<file path="config.mk">
export PLATFORM = sky130hd
export DESIGN_NAME = div_arbiter
export DESIGN_NICKNAME = d
export VERILOG_FILES = /design/src/rtl/div_arb_pkg.sv /design/src/rtl/rr_arb2.sv /design/src/rtl/div_arbiter.sv
export SDC_FILE = /design/constraint.sdc
export NUM_CORES = 1
export LEC_CHECK = 0
export BUFFER_PORTS_ARGS = -buffer_cell sky130_fd_sc_hd__buf_2
export CAP_MARGIN = 10
export CORE_AREA = 2 2 103 105
export CTS_CLUSTER_DIAMETER = 30
export DETAILED_ROUTE_END_ITERATION = 8
export DIE_AREA = 0 0 105 107
export GPL_ROUTABILITY_DRIVEN = 0
export HOLD_SLACK_MARGIN = 0.06
export PLACE_DENSITY_LB_ADDON = 0.2
export SYNTH_ARGS = -nofsm -noshare
export SYNTH_HDL_FRONTEND = slang
export SYNTH_SLANG_ARGS = --single-unit
</file>
<file path="constraint.sdc">
create_clock -name clock -period 4.1 [get_ports clock]
set_input_delay 0.205 -clock clock [delete_from_list [all_inputs] [get_ports clock]]
set_output_delay 0.205 -clock clock [all_outputs]
set_load 0.005 [all_outputs]
</file>
<file path="src/rtl/div_arb_pkg.sv">
// Shared types and defaults for the two-requester divider arbiter.
package div_arb_pkg;

  localparam int DIV_ARB_WIDTH   = 32;
  localparam int DIV_ARB_TIMEOUT = 32;

  typedef enum logic [1:0] {
    ST_IDLE  = 2'd0,
    ST_ISSUE = 2'd1,
    ST_WAIT  = 2'd2,
    ST_DONE  = 2'd3
  } state_t;

  typedef logic [0:0] grant_id_t;

  localparam grant_id_t GRANT_REQ0 = 1'b0;
  localparam grant_id_t GRANT_REQ1 = 1'b1;

endpackage

</file>
<file path="src/rtl/rr_arb2.sv">
// Two-way round-robin grant selection; purely combinational.
module rr_arb2
  import div_arb_pkg::*;
(
  input  logic req0,
  input  logic req1,
  input  logic last_grant,
  output logic grant
);

  // On contention the requester that was not served last wins.
  always_comb begin
    grant = GRANT_REQ0;
    if (req0 && req1) begin
      grant = ~last_grant;
    end else if (req1) begin
      grant = GRANT_REQ1;
    end else begin
      grant = GRANT_REQ0;
    end
  end

endmodule

</file>
<file path="src/rtl/div_arbiter.sv">
// Shares one divider between two requesters: IDLE -> ISSUE -> WAIT -> DONE.
// Optional WAIT watchdog enabled by defining DIV_ARB_TIMEOUT_EN.
module div_arbiter
  import div_arb_pkg::*;
#(
  parameter int WIDTH   = DIV_ARB_WIDTH,
  parameter int TIMEOUT = DIV_ARB_TIMEOUT
) (
  input  logic             clock,
  input  logic             reset,
  input  logic             req0,
  input  logic             req1,
  input  logic [WIDTH-1:0] dividend0,
  input  logic [WIDTH-1:0] dividend1,
  input  logic [WIDTH-1:0] divisor0,
  input  logic [WIDTH-1:0] divisor1,
  output logic             ack0,
  output logic             ack1,
  output logic             done0,
  output logic             done1,
  output logic [WIDTH-1:0] result,
  output logic             exception,
  output logic             busy,
  output logic             timeout,
  output logic [WIDTH-1:0] div_dividend,
  output logic [WIDTH-1:0] div_divisor,
  output logic             div_ctrl,
  input  logic [WIDTH-1:0] div_result,
  input  logic             div_exception,
  input  logic             div_ready
);

  state_t           state_r, state_s;
  grant_id_t        grant_r, grant_s;
  grant_id_t        last_grant_r, last_grant_s;
  logic             arb_grant_s;
  logic             issue_s, finish_s, timeout_hit_s;
  logic             ack0_r, ack1_r, done0_r, done1_r, busy_r, timeout_r, div_ctrl_r;
  logic             ack0_s, ack1_s, done0_s, done1_s, busy_s, timeout_s;
  logic             exception_r, exception_s;
  logic [WIDTH-1:0] result_r, result_s;
  logic [WIDTH-1:0] dividend_r, dividend_s;
  logic [WIDTH-1:0] divisor_r, divisor_s;

  rr_arb2 u_rr_arb2 (
    .req0       (req0),
    .req1       (req1),
    .last_grant (last_grant_r),
    .grant      (arb_grant_s)
  );

`ifdef DIV_ARB_TIMEOUT_EN
  localparam int CNT_W = $clog2(TIMEOUT + 1);
  logic [CNT_W-1:0] wait_cnt_r;

  // WAIT-cycle counter, restarted on every pass through ISSUE.
  always_ff @(posedge clock) begin
    if (!reset) begin
      wait_cnt_r <= {CNT_W{1'b0}};
    end else if (state_r == ST_ISSUE) begin
      wait_cnt_r <= {CNT_W{1'b0}};
    end else if (state_r == ST_WAIT) begin
      wait_cnt_r <= wait_cnt_r + CNT_W'(1);
    end else begin
      wait_cnt_r <= wait_cnt_r;
    end
  end

  assign timeout_hit_s = (state_r == ST_WAIT) && (wait_cnt_r == CNT_W'(TIMEOUT - 1));
`else
  assign timeout_hit_s = 1'b0;
`endif

  // Next state plus next value of every registered output.
  always_comb begin
    state_s      = state_r;
    grant_s      = grant_r;
    last_grant_s = last_grant_r;
    dividend_s   = dividend_r;
    divisor_s    = divisor_r;
    result_s     = result_r;
    exception_s  = exception_r;
    timeout_s    = 1'b0;
    issue_s      = 1'b0;
    finish_s     = 1'b0;
    case (state_r)
      ST_IDLE: begin
        if (req0 || req1) begin
          state_s      = ST_ISSUE;
          issue_s      = 1'b1;
          grant_s      = arb_grant_s;
          last_grant_s = arb_grant_s;
          if (arb_grant_s == GRANT_REQ1) begin
            dividend_s = dividend1;
            divisor_s  = divisor1;
          end else begin
            dividend_s = dividend0;
            divisor_s  = divisor0;
          end
        end else begin
          state_s = ST_IDLE;
        end
      end
      ST_ISSUE: state_s = ST_WAIT;
      ST_WAIT: begin
        // A real divider answer beats the watchdog in the same cycle.
        if (div_ready) begin
          state_s     = ST_DONE;
          finish_s    = 1'b1;
          result_s    = div_result;
          exception_s = div_exception;
        end else if (timeout_hit_s) begin
          state_s     = ST_DONE;
          finish_s    = 1'b1;
          result_s    = {WIDTH{1'b0}};
          exception_s = 1'b1;
          timeout_s   = 1'b1;
        end else begin
          state_s = ST_WAIT;
        end
      end
      ST_DONE: state_s = ST_IDLE;
      default: state_s = ST_IDLE;
    endcase
    ack0_s  = issue_s && (grant_s == GRANT_REQ0);
    ack1_s  = issue_s && (grant_s == GRANT_REQ1);
    done0_s = finish_s && (grant_r == GRANT_REQ0);
    done1_s = finish_s && (grant_r == GRANT_REQ1);
    busy_s  = (state_s != ST_IDLE);
  end

  // State and output registers; the last-grant pointer resets to 1 so requester 0 wins first.
  always_ff @(posedge clock) begin
    if (!reset) begin
      state_r      <= ST_IDLE;
      grant_r      <= GRANT_REQ0;
      last_grant_r <= GRANT_REQ1;
      ack0_r       <= 1'b0;
      ack1_r       <= 1'b0;
      done0_r      <= 1'b0;
      done1_r      <= 1'b0;
      busy_r       <= 1'b0;
      timeout_r    <= 1'b0;
      div_ctrl_r   <= 1'b0;
      exception_r  <= 1'b0;
      result_r     <= {WIDTH{1'b0}};
      dividend_r   <= {WIDTH{1'b0}};
      divisor_r    <= {WIDTH{1'b0}};
    end else begin
      state_r      <= state_s;
      grant_r      <= grant_s;
      last_grant_r <= last_grant_s;
      ack0_r       <= ack0_s;
      ack1_r       <= ack1_s;
      done0_r      <= done0_s;
      done1_r      <= done1_s;
      busy_r       <= busy_s;
      timeout_r    <= timeout_s;
      div_ctrl_r   <= issue_s;
      exception_r  <= exception_s;
      result_r     <= result_s;
      dividend_r   <= dividend_s;
      divisor_r    <= divisor_s;
    end
  end

  assign ack0         = ack0_r;
  assign ack1         = ack1_r;
  assign done0        = done0_r;
  assign done1        = done1_r;
  assign busy         = busy_r;
  assign timeout      = timeout_r;
  assign div_ctrl     = div_ctrl_r;
  assign exception    = exception_r;
  assign result       = result_r;
  assign div_dividend = dividend_r;
  assign div_divisor  = divisor_r;

endmodule

</file>
**Word-level counts from Yosys, hierarchy flattened**

Index checks and enable logic that the tools add are counted.

- Flip-flop bits (word level): 107
- Output and inout bits: 104
- Word-level logic and storage cells: 42

- Eq/ne operators: 3
- Mux-type cells: 13
- Bitwise gates (word level): 3
- Reductions and logical operators: 10

Operator list:

| operator | count |
|---|---|
| 32-bit two-way mux | 2 |
| 1-bit two-way mux | 10 |
| 2-bit case mux with 4 select lines | 1 |
| 1-bit logical AND | 5 |
| 2-bit equality test, second input constant | 2 |
| 2-bit AND reduction | 2 |
| 1-bit inverter | 3 |
| 2-bit by 1-bit equality test with 1-bit output, second input constant | 1 |
| 2-bit logical NOT | 1 |
| 2-bit nonzero test | 1 |
| 1-bit logical OR | 1 |

**Depth between registers and ports, before layout**

- Word-level depth: 6
- Depth in mapped cells: 7

**Modules after synthesis**

From an unflattened synthesis, not the netlist that was laid out.

- Cell total of the unflattened synthesis: 470
- Area total of the unflattened synthesis: 4,549.4 um^2

By module, submodules not included:

| module | times used | cells each | area each (um^2) |
|---|---|---|---|
| div_arbiter | 1 | 469 | 4,538.1 |
| rr_arb2 | 1 | 1 | 11.3 |

**Least setup slack after synthesis**

Ideal clock, no wire load.

- Kind: flip-flop to flip-flop
- Start: register state_r[0]
- End: register divisor_r[22] (netlist: div_divisor[22])
- Setup time: 70 ps
- Data arrival time: 1,236 ps
- Path slack: 2,794 ps
- Cell stages (with the launch flop): 8
- Buffers on the path: 2
- Cells stage by stage: dfxtp_1 inv_1 ha_1 o21ai_1 buf_2 buf_2 a21oi_1 a21oi_1

- Cells in the longest elaborated chain, start to end: 2

RTL lines:

| what | RTL line | source |
|---|---|---|
| start: declaration | div_arbiter.sv:33 | `state_t state_r, state_s;` |
| start signal: assignment | div_arbiter.sv:150 | `state_r <= state_s;` |
| 2-bit logical NOT | div_arbiter.sv:86 | `case (state_r)` |
| 2-bit AND reduction (no source line) | - |  |
| end signal: assignment | div_arbiter.sv:148 | `divisor_r <= {WIDTH{1'b0}};` |
| end signal: assignment | div_arbiter.sv:163 | `divisor_r <= divisor_s;` |
| end: declaration | div_arbiter.sv:43 | `logic [WIDTH-1:0] divisor_r, divisor_s;` |

No other way between the ends.
A chain may end at the register's enable or synchronous reset.

**Worst setup path in the final report**

- Start: register state_r[0]
- End: register divisor_r[9] (netlist: div_divisor[9])

The elaborated chain is that of the path after synthesis.

==> flow_metrics.py <==
metrics = {
    "sta": {
        "finClkSkew_ns": 0.00993,
        "rsz0062_at_grt": "false",
        "finalSetupViolCount": 0,
        "drv_slew": 0,
        "hold_viol_final": 0,
        "max-slew-margin-rel_pct": 24.6,
        "fmax_ghz": 0.465,
        "period_share_pct": 52.5,
        "period_needed_ns": 2.15,
        "tns_ns": 0,
        "tightest_slew_ns": 1.13,
    },
    "cts": {
        "worstSkewPairLatency_ns": 0.36,
        "numCtsBuffers": 9,
        "htree_levels": 3,
        "cts.clk_slew.worst_paths_ns": 0.10,
        "root_buffer": "clkbuf_8",
        "cts.sinks": 107,
        "clock_path_buffers": 2,
        "postCtsSetupRepairBufs": 0,
        "cts_tree": "done",
    },
    "global_routing": {
        "grt_pass1_vias": 4629,
        "grt.overflow.total": 0,
        "grt_first_pass_wirelength_um": 22100,
        "grt_util_all_layers_pct": 24.4,
        "antenna_found_initial": 0,
        "grt_max_degree": 67,
    },
    "pwr": {
        "p_comb_share_pct": 25.8,
        "leakage_nw": 2.98,
        "power.total_w": 0.00255,
        "switchingPower_w": 0.000789,
        "power_density_nw_per_um2": 419,
        "max-vdd-ir-drop_mv": 0.205,
        "switching_share_pct": 30.9,
        "internal-power_w": 0.00176,
        "seqPwrFrac_pct": 48.7,
        "pwr-share-clk_pct": 25.5,
    },
    "placed_design": {
        "numPortBuffers": 268,
        "hpwl_um": 9340,
    },
    "logic_synthesis": {
        "synthTopCellsByCount": "132 x nand2_1, 129 x a21oi_1, 107 x dfxtp_1",
        "synth_top_cell_by_area": "dfxtp_1",
        "syn_area_per_cell_sq_um": 7.92,
        "ys_ff_latch": 107,
        "yosys_warnings": 0,
        "seq_area_frac_synth_pct": 50.6,
        "yosysTopAreaCellShare_pct": 50.6,
        "synth-main-ff-cell": "dfxtp_1",
        "ys_async_sr_fraction_pct": 0,
        "syn-cell-area_sq_um": 4240,
        "syn_nets": 703,
        "synth.distinct_cells": 21,
        "synth.most_common_cell": "nand2_1",
        "synth_cells": 535,
        "synthTopCellsByArea": "dfxtp_1 51%, a21oi_1 15%, nand2_1 12%",
        "synth_enable_flop_cells": 0,
    },
    "routing": {
        "ant_nets": 0,
        "drc_errors": 0,
        "totalWireLength_um": 13900,
        "drtIter0Drc": 345,
        "wire_per_inst_um": 14.8,
        "viasPerCell": 5.03,
        "first_pass_iters": 6,
        "vias": 4750,
    },
    "floorplan": {
        "start_util_pct": 42.0,
        "coreArea_sq_um": 10100,
        "dieWidth_um": 105,
        "ioPinCount": 270,
        "dieArea_sq_um": 11200,
        "rows": 37,
        "die_h_um": 107,
    },
    "layout": {
        "multiInputGateArea_sq_um": 1880,
        "synthToLayoutAreaGrowth_pct": 43.7,
        "fillCellCount": 935,
        "final_nets": 971,
        "layout-drive-gt1-share_pct": 36.1,
        "seqCellArea_sq_um": 2140,
        "diodes": 0,
        "final_util_pct": 60.3,
    },
    "flow_run": {
        "maxCapViolCount": 0,
    },
    "critical_path": {
        "cp_max_fo": 66,
        "crit_slowest_cell": "o21a_2",
        "startpoint_type": "flip-flop",
        "required_ns": 4.39,
        "arrival_ns": 2.44,
        "crit_path_end_kind": "flip-flop",
        "path_class": "reg2reg",
        "cp_cell_sequence": "inv_1, ha_1, o21a_2, o21ai_0, a21oi_1",
        "cp_slowest_stage_delay_ns": 0.95,
    },
    "worst_hold_path": {
        "hp-class": "in2reg",
    },
    "status": {
        "outcome": "finished, final reports clean",
    },
}
[routing by layer]
metal	GRT usage [%]	share of wire [%]
met4	10.0	2.4
met2	42.5	49
met3	5.35	8.0
met1	29.3	41
met5	0	0
[registers in the layout (all words and copies together) (netlist names)]
| register | cells |
|---|---|
| done0 | 1 |
| last_grant_r | 1 |
| div_dividend | 32 |
| result | 32 |
| done1 | 1 |
| exception | 1 |
| busy | 1 |
| state_r | 2 |
| grant_r | 1 |
| ack0 | 1 |
| div_divisor | 32 |
| div_ctrl | 1 |
| ack1 | 1 |
[per-stage QoR]
| stage | hold WS [ns] | area [sq um] | setup slack (ns) | cells |
|---|---|---|---|---|
| 6_report | 0.0796 | 6090 | 1.95 | 944 |
| 5_1_grt | 0.0624 | 6090 | 1.65 | 944 |
| 4_1_cts | 0.0600 | 6070 | 1.93 | 943 |
| 3_5_place_dp | 0.423 | 5570 | 1.95 | 896 |
| 3_3_place_gp | 0.429 | 5570 | 2.04 | 896 |
| 2_1_floorplan | 0.339 | 4240 | 2.79 | 535 |
[critical path: cells and delay by family (launching register included)]
family | cells | cell delay, ns
flip-flops | 1 | 0.31
buffers and inverters | 1 | 0.07
adder cells (fa/ha/maj) | 1 | 0.35
AO/OA/AOI/OAI | 3 | 1.34
[kinds of logic (layout without fill, tap and decap cells)]
logic type,Yosys count,after routing,synth area share [%]
AOI/OAI and AO/OA,234,234,30.0
adders and majority gates,2,2,0.591
buffers and inverters,49,322,5.61
DFF,107,107,50.6
other,1,1,0.0885
and+or+nand+nor,142,142,13.1
[cells in the final DEF, fill, tap and decap left out, types with 3 or more instances in the layout]
master and count:
dfxtp_1 107, a21boi_0 33, buf_4 4, dlygate4sd3_1 31, nand2_1 132, a21oi_1 129, buf_2 268, o21ai_0 61
clkinv_2 3, and2_1 4, clkbuf_8 10, and3_1 4, o21ai_1 5
[layout make-up]
cell class                      count  area share [%]
Clock buffer                       11            2.32
Clock inverter                      5           0.863
Inverter                            2           0.123
Multi-Input combinational cell    379            30.8
Sequential cell                   107            35.2
Tap cell                          136            2.80
Timing Repair Buffer              304            27.9
[what timing repair did]
action                                 4_1_cts  5_1_grt
endpoints found under the hold margin       31        0
resized for setup                            0        0
hold buffers                                31        0
[power by group through the flow]
stage	clock, W	combinational, W	sequential [W]
floorplan	0	0.000334	0.00127
global placement	0	0.000620	0.00126
detailed placement	0	0.000634	0.00126
CTS	0.000665	0.000658	0.00124
global route	0.000709	0.000745	0.00126
finish	0.000649	0.000658	0.00124
[final timing paths]
path,startpoint,slack [ns],depth (start not counted),end
max,state_r[0],1.95,5,div_divisor[9]
min,divisor0[3],0.08,3,div_divisor[3]
max reg2reg,state_r[0],1.95,5,div_divisor[9]
min reg2reg,grant_r,0.44,1,done0
(Power assumes the default switching activity.)
